File: src/rtl/serial_subtractor_nbit_pkg.sv
// ============================================================================
// serial_subtractor_nbit_pkg : shared state encoding and overflow helper
// Rev 1.0
// ============================================================================
`default_nettype none

package serial_subtractor_nbit_pkg;

  // 2'd3 is unreachable; the FSM decodes it as IDLE so a corrupted state recovers.
  typedef enum logic [1:0] {
    ST_IDLE  = 2'd0,
    ST_SHIFT = 2'd1,
    ST_FIN   = 2'd2,
    ST_RSVD  = 2'd3
  } state_e;

  function automatic logic sub_ovf(input logic a_msb, input logic b_msb, input logic d_msb);
    return (a_msb ^ b_msb) & (a_msb ^ d_msb);
  endfunction

endpackage

`default_nettype wire

File: src/rtl/serial_subtractor_nbit_if.sv
// ============================================================================
// serial_subtractor_nbit_if : start/done operand and result bundle
// Rev 1.0
// ============================================================================
`default_nettype none

interface serial_subtractor_nbit_if #(
  parameter int WIDTH = 8
);
  logic             start;
  logic [WIDTH-1:0] a;
  logic [WIDTH-1:0] b;
  logic             busy;
  logic             done;
  logic [WIDTH-1:0] d;
  logic             bout;
  logic             ovf;

  modport master (output start, a, b, input busy, done, d, bout, ovf);
  modport slave  (input start, a, b, output busy, done, d, bout, ovf);
endinterface

`default_nettype wire

File: src/rtl/serial_subtractor_nbit_full_sub.sv
// ============================================================================
// full_sub_one_bit : combinational one-bit full subtractor cell
// Rev 1.0
// ============================================================================
`default_nettype none

module full_sub_one_bit (
  input  wire logic a_i,
  input  wire logic b_i,
  input  wire logic bin_i,
  output logic      d_o,
  output logic      bout_o
);
  assign d_o    = a_i ^ b_i ^ bin_i;
  assign bout_o = (~a_i & b_i) | (~(a_i ^ b_i) & bin_i);
endmodule

`default_nettype wire

File: src/rtl/serial_subtractor_nbit.sv
// ============================================================================
// serial_subtractor_nbit : bit-serial A-B, LSB first, WIDTH+1 cycles per result
// Rev 1.0
// ============================================================================
`default_nettype none

module serial_subtractor_nbit
  import serial_subtractor_nbit_pkg::*;
#(
  parameter int WIDTH = 8
) (
  input  wire logic                  clk,
  input  wire logic                  rst_n,
  serial_subtractor_nbit_if.slave    bus
);

  localparam int CNT_W = $clog2(WIDTH);

  state_e           state_q, state_d;
  logic             accept_w;
  logic             last_w;
  logic [CNT_W-1:0] cnt_q;
  logic [WIDTH-1:0] a_sr_q, b_sr_q, d_sr_q, d_sr_d;
  logic             borrow_q;
  logic             a_msb_q, b_msb_q;
  logic [WIDTH-1:0] d_q;
  logic             bout_q, ovf_q;
  logic             cell_d_w, cell_bout_w;

  full_sub_one_bit u_cell (
    .a_i    (a_sr_q[0]),
    .b_i    (b_sr_q[0]),
    .bin_i  (borrow_q),
    .d_o    (cell_d_w),
    .bout_o (cell_bout_w)
  );

  assign last_w = (cnt_q == CNT_W'(WIDTH - 1));
  assign d_sr_d = {cell_d_w, d_sr_q[WIDTH-1:1]};

  always_ff @(posedge clk or negedge rst_n) begin
    if (!rst_n) state_q <= ST_IDLE;
    else        state_q <= state_d;
  end

  // START is only honoured outside SHIFT; IDLE, FIN and the spare code share that path.
  always_comb begin
    state_d  = ST_IDLE;
    accept_w = 1'b0;
    case (state_q)
      ST_SHIFT: state_d = last_w ? ST_FIN : ST_SHIFT;
      default: begin
        if (bus.start) begin
          accept_w = 1'b1;
          state_d  = ST_SHIFT;
        end
      end
    endcase
  end

  always_ff @(posedge clk or negedge rst_n) begin
    if (!rst_n) begin
      cnt_q    <= '0;
      a_sr_q   <= '0;
      b_sr_q   <= '0;
      d_sr_q   <= '0;
      borrow_q <= 1'b0;
      a_msb_q  <= 1'b0;
      b_msb_q  <= 1'b0;
      d_q      <= '0;
      bout_q   <= 1'b0;
      ovf_q    <= 1'b0;
    end else if (accept_w) begin
      cnt_q    <= '0;
      a_sr_q   <= bus.a;
      b_sr_q   <= bus.b;
      borrow_q <= 1'b0;
      a_msb_q  <= bus.a[WIDTH-1];
      b_msb_q  <= bus.b[WIDTH-1];
    end else if (state_q == ST_SHIFT) begin
      cnt_q    <= cnt_q + 1'b1;
      a_sr_q   <= {1'b0, a_sr_q[WIDTH-1:1]};
      b_sr_q   <= {1'b0, b_sr_q[WIDTH-1:1]};
      d_sr_q   <= d_sr_d;
      borrow_q <= cell_bout_w;
      if (last_w) begin
        d_q    <= d_sr_d;
        bout_q <= cell_bout_w;
        ovf_q  <= sub_ovf(a_msb_q, b_msb_q, cell_d_w);
      end
    end
  end

  assign bus.busy = (state_q == ST_SHIFT);
  assign bus.done = (state_q == ST_FIN);
  assign bus.d    = d_q;
  assign bus.bout = bout_q;
  assign bus.ovf  = ovf_q;

endmodule

`default_nettype wire
File: src/flat_wrapper.sv
// flat-port wrapper written by rule: the top's interface ports become plain ports
module serial_subtractor_nbit_flat import serial_subtractor_nbit_pkg::*;
#(
  parameter int WIDTH = 8
)
  (clk, rst_n, bus_start, bus_a, bus_b, bus_busy, bus_done, bus_d, bus_bout, bus_ovf);
  serial_subtractor_nbit_if #(.WIDTH(WIDTH)) bus_i ();
  input  wire logic clk;
  input  wire logic rst_n;
  input wire logic [$bits(bus_i.start)-1:0] bus_start;
  input wire logic [$bits(bus_i.a)-1:0] bus_a;
  input wire logic [$bits(bus_i.b)-1:0] bus_b;
  output wire logic [$bits(bus_i.busy)-1:0] bus_busy;
  output wire logic [$bits(bus_i.done)-1:0] bus_done;
  output wire logic [$bits(bus_i.d)-1:0] bus_d;
  output wire logic [$bits(bus_i.bout)-1:0] bus_bout;
  output wire logic [$bits(bus_i.ovf)-1:0] bus_ovf;
  assign bus_i.start = bus_start;
  assign bus_i.a = bus_a;
  assign bus_i.b = bus_b;
  assign bus_busy = bus_i.busy;
  assign bus_done = bus_i.done;
  assign bus_d = bus_i.d;
  assign bus_bout = bus_i.bout;
  assign bus_ovf = bus_i.ovf;
  serial_subtractor_nbit #(.WIDTH(WIDTH)) u_core (.clk(clk), .rst_n(rst_n), .bus(bus_i));
endmodule
File: config.mk
export PLATFORM = sky130hd
export DESIGN_NAME = serial_subtractor_nbit_flat
export DESIGN_NICKNAME = d
export VERILOG_FILES = /design/src/rtl/serial_subtractor_nbit_pkg.sv /design/src/rtl/serial_subtractor_nbit_if.sv /design/src/rtl/serial_subtractor_nbit_full_sub.sv /design/src/rtl/serial_subtractor_nbit.sv /design/src/flat_wrapper.sv
export SDC_FILE = /design/constraint.sdc
export NUM_CORES = 1
export LEC_CHECK = 0
export BUFFER_PORTS_ARGS = -buffer_cell sky130_fd_sc_hd__buf_2
export CORE_MARGIN = 3
export CORE_UTILIZATION = 55
export DETAILED_ROUTE_END_ITERATION = 8
export PLACE_DENSITY = 0.78
export RECOVER_POWER = 50
export SYNTH_ARGS = -nofsm -noshare
export SYNTH_HDL_FRONTEND = slang
export SYNTH_HIERARCHICAL = 1
export SYNTH_SLANG_ARGS = --single-unit
File: constraint.sdc
create_clock -name clk -period 2.25 [get_ports clk]
set_input_delay 0.225 -clock clk [delete_from_list [all_inputs] [get_ports clk]]
set_output_delay 0.225 -clock clk [all_outputs]
set_load 0.02 [all_outputs]
# Word level (Yosys, flattened, before mapping)
# Cells that the tools add are included.
# word_totals
register_bits	42
input_bits	19
out_inout_bits	12
wordCells	42
# op_classes
add_sub_neg	1
n_eq_ne	3
muxes	13
bitwise	11
reduce_logical	3
# ops
cell	n
8-bit two-way mux	4
3-bit two-way mux	2
1-bit two-way mux	5
2-bit two-way mux	2
1-bit XOR	4
3-bit by 1-bit adder with 3-bit output (second input constant)	1
1-bit bitwise AND	3
3-bit equality test (second input constant)	1
1-bit inverter	3
3-bit AND reduction	1
2-bit by 1-bit equality test with 1-bit output (second input constant)	1
2-bit equality test (second input constant)	1
2-bit AND reduction	1
2-bit nonzero test	1
1-bit OR	1

# Longest topological paths before layout
# depth
depth_word	6
depth_mapped	6
depth_no_buf	5

# Cells and area by module
# Netlist, hierarchy kept.
# by_module_without_submodules
mod	n_inst	cells_per_inst	area_each_um2	seq_area_each_um2
serial_subtractor_nbit	1	137	1769.2	1026.0
full_sub_one_bit	1	4	31.3	0.0

# Worst setup path before layout
# No wires, ideal clock.
# synth_path
kind	reg-to-reg
start	reg u_core.cnt_q[0]
end	reg u_core.bout_q, in the netlist u_core/bus.bout
setup_ns	0.125
arrival_time_ns	1.324
required_time_ns	2.125
setup_slack_ns	0.801
stages_incl_launch_ff	6
path_buffers	1
synth_period_minus_slack_ns	1.449
cell_sequence	dfrtp_1 ha_1 ha_1 nand3b_4 buf_4 mux2_2
# synth_between
elab_chain_cells	2
# synth_rtl
element	line	rtl
start: declaration	serial_subtractor_nbit.sv:22	logic [CNT_W-1:0] cnt_q;
start signal: assignment	serial_subtractor_nbit.sv:81	cnt_q <= cnt_q + 1'b1;
3-bit equality test	serial_subtractor_nbit.sv:38	assign last_w = (cnt_q == CNT_W'(WIDTH - 1));
3-bit AND reduction (no source line)	n/a	
end signal: assignment	serial_subtractor_nbit.sv:88	bout_q <= cell_bout_w;
end: declaration	serial_subtractor_nbit.sv:27	logic bout_q, ovf_q;
# Every way passes these cells.
# A chain may end at the register's enable or synchronous reset.

# Final worst setup path
# layout_path
start	reg u_core.state_q[0]
end	out bus_busy
# layout_between
elab_chain_cells	1
# layout_rtl
element	line	rtl
start: declaration	serial_subtractor_nbit.sv:19	state_e state_q, state_d;
start signal: assignment	serial_subtractor_nbit.sv:43	else state_q <= state_d;
2-bit by 1-bit equality test with 1-bit output	serial_subtractor_nbit.sv:94	assign bus.busy = (state_q == ST_SHIFT);
end: declaration	flat_wrapper.sv:13	output wire logic [$bits(bus_i.busy)-1:0] bus_busy;
# Every way passes these cells.

==> qor.txt <==
Initial antenna violation count: 0
Internal: 0.00181 W
# setup viols final: 0
Cell row count: 20
Setup TNS: 0 ns
Reg2Reg Depth: 4
Placer Congestion: 0.698
Slowest CP cell: dfrtp_1
Peak VDD IR: 0.000713 V
Post-layout net count: 194
# IOs: 31
Total Wirelength: 2960 microns
CTS resizes: 0
GRT Total Usage: 17.2%
Clock Tree Root: clkbuf_4
Crit path DAT: 1.59 ns
Total die area: 0.00400 sq mm
Share of cells above drive strength 1: 31.8%
Overflow after GRT: 0
Slew margin rel.: -38.7%
H-tree levels: 2
Sequential share of the synthesized area: 57.0%
Final hold slack: 0.111 ns
WHS Path Cells: 2
Area growth syn-to-layout: 12.2%
Largest net degree at the start of global routing: 42
Post-Syn Area: 0.00180 sq mm
Area contributors post-synth: dfrtp_1 57%, mux2_2 9.4%, mux2i_1 8.9%, o21ai_0 5.0%, nand2_1 3.8%
Initial core utilization: 58.5%
First-pass GRT wire length: 5280 microns
Cts hold-fix bufs: 0
Worst Path Required: 2.03 ns
Net Count, Synth: 163
P_leak: 1.01 nW
Clock slew at reported path FFs: 0.12 ns
Routed Antenna Nets: 0
Synth area leader: dfrtp_1
Switching Share: 36.1%
Critical path cell sequence: nor2b_4, buf_4, buf_2
Fin crit share: 80.8%
Vias: 1110
Ys Warns: 6
Final std cells w/o fill: 217
Critical Path End Type: output pin
R2R Path Start: u_core/a_sr_q[0]
Startpoint Class: register
Inst Count DP: 209
DRT iter0 DRCs: 34
Worst-Skew Late Latency: 0.35 ns
CTS tree: built
Slew Limit Fails: 42
Height of the die: 63.2 microns
RSZ-0062 raised after global routing: no
Period minus WS final: 1.82 ns
Status: finished with violations
DR pass1 iterations: 4
Worst hold path class: in -> reg
Clk_skew: 0.0155 ns
Synth top area share: 57.0%
Post-DP HPWL: 2070 microns
CP Class: reg -> out
TritonCTS Sinks: 41
Diodes inserted: 0
Deepest clock path buffer count: 2
Hold_sp: bus_a[7]
Critical path peak fanout: 22
Violated checks: capacitance limit, slew limit
Worst Hold Path EP: u_core/a_msb_q
F_max: 550 MHz
FF-to-FF setup slack: 0.71 ns
CP bufs+invs: 2
Power share of the clock group: 14.4%
Pwr/cell area: 1400 mW/mm^2
Fin. Hold Viols: 0
Largest delay share family, worst path: buffers and inverters
Sequential share of power: 45.3%
Max Cap Violations: 1
Fin util: 65.7%
WL per Instance: 13.6 microns
Pin slew with the least headroom to its limit: 2.08 ns
PortBufs: 30
CP peak stage delay: 0.42 ns
Fillcell total: 260
Core region area: 0.00308 sq mm
Vias in the first global route: 1176
FF+latch count, synth: 41
Post-CTS setup buffer count: 0
Combinational Power Share: 40.3%
DRC errors left: 0
Sw power: 0.00102 W
Mean Syn Cell Area: 12.8 sq um
Via-to-Cell Ratio: 5.12
Syn Inst Count: 141
Yosys cell types: 21
Cts bufs inserted: 5
Reg-to-Reg End: u_core/bus.ovf
Die W: 63.2 microns
==> registers in the layout (all words and copies together) (netlist names) <==
name / cells
u_core/bus.ovf: 1
u_core/cnt_q: 3
u_core/b_sr_q: 8
u_core/borrow_q: 1
u_core/d_sr_q: 7
u_core/a_msb_q: 1
u_core/bus.bout: 1
u_core/bus.d: 8
u_core/b_msb_q: 1
u_core/state_q: 2
u_core/a_sr_q: 8
==> worst max path at each step <==
stage | startpoint | end | slack (ns) | cells after the start
2_1_floorplan | u_core/cnt_q[0] | u_core/bus.bout | 0.80 | 5
3_3_place_gp | u_core/a_sr_q[0] | u_core/bus.ovf | 0.80 | 4
3_5_place_dp | u_core/a_sr_q[0] | u_core/bus.ovf | 0.77 | 4
4_1_cts | u_core/state_q[0] | bus_busy | 0.40 | 3
5_1_grt | rst_n | u_core/a_sr_q[5] | 0.17 | 1
6_report | u_core/state_q[0] | bus_busy | 0.43 | 3
==> synth_stat cells (all sizes together) <==
| cell type | instances |
|---|---|
| a21oi | 1 |
| clkbuf | 1 |
| fa | 1 |
| nor2 | 4 |
| mux2 | 19 |
| nor2b | 3 |
| nand2b | 4 |
| mux2i | 16 |
| nor3b | 1 |
| nand2 | 18 |
| ha | 2 |
| buf | 7 |
| inv | 4 |
| dfrtp | 41 |
| nand3b | 1 |
| o21ai | 18 |
==> power groups by stage <==
stage | logic [W] | registers, W | clock network, W
after detailed placement | 0.00118 | 0.00130 | 0
after floorplan | 0.000848 | 0.00135 | 0
after CTS | 0.00118 | 0.00128 | 0.000423
final | 0.00114 | 0.00128 | 0.000409
after global routing | 0.00129 | 0.00133 | 0.000462
after global placement | 0.00112 | 0.00128 | 0
==> logic make-up (layout without fill, tap and decap cells) <==
group / count (synthesis) / in the layout / share of synthesized area, %
AO/OA/AOI/OAI: 19 / 19 / 5.28
flip-flops: 41 / 41 / 57.0
adder cells (fa/ha/maj): 3 / 3 / 2.50
multiplexers: 35 / 35 / 21.6
buffers and inverters: 12 / 44 / 4.24
AND/OR/NAND/NOR: 31 / 31 / 9.38
==> per-layer routing <==
layer,track usage (%),vias to the layer above,wire length (microns)
met5,0,-,0
met4,8.89,0,67
met3,4.46,8,128
met2,28.5,20,1390
met1,20.5,542,1370
li1,-,540,-
==> cell type report <==
class,instances,area [sq um],share of cell area [%]
sequential,41,1030,50.8
multi-input combinational,88,698,34.6
inverter,4,15.0,0.743
timing repair buffer,32,156,7.74
tap,44,55.1,2.72
clock buffer,7,65.1,3.22
clock inverter,1,5.00,0.248
==> through the flow <==
stage	cell area [sq um]	worst slack (ns)	power, W
after global routing	2020	0.169	0.00308
after detailed placement	1960	0.772	0.00247
after CTS	2030	0.401	0.00289
final	2020	0.433	0.00283
after floorplan	1800	0.801	0.00220
after global placement	1960	0.800	0.00240
==> layout by cell type (no fill, tap or decap), types with 3 or more instances in the layout <==
master	synthesis	routed
o21ai_0	18	18
nand2b_1	3	3
mux2i_1	16	16
nor2_1	4	4
mux2_2	15	15
inv_1	4	4
nand2_1	18	18
buf_2	1	23
dfrtp_1	41	41
mux2_4	4	4
clkbuf_1	1	7
clkbuf_4	0	5
(Power assumes the default switching activity.)
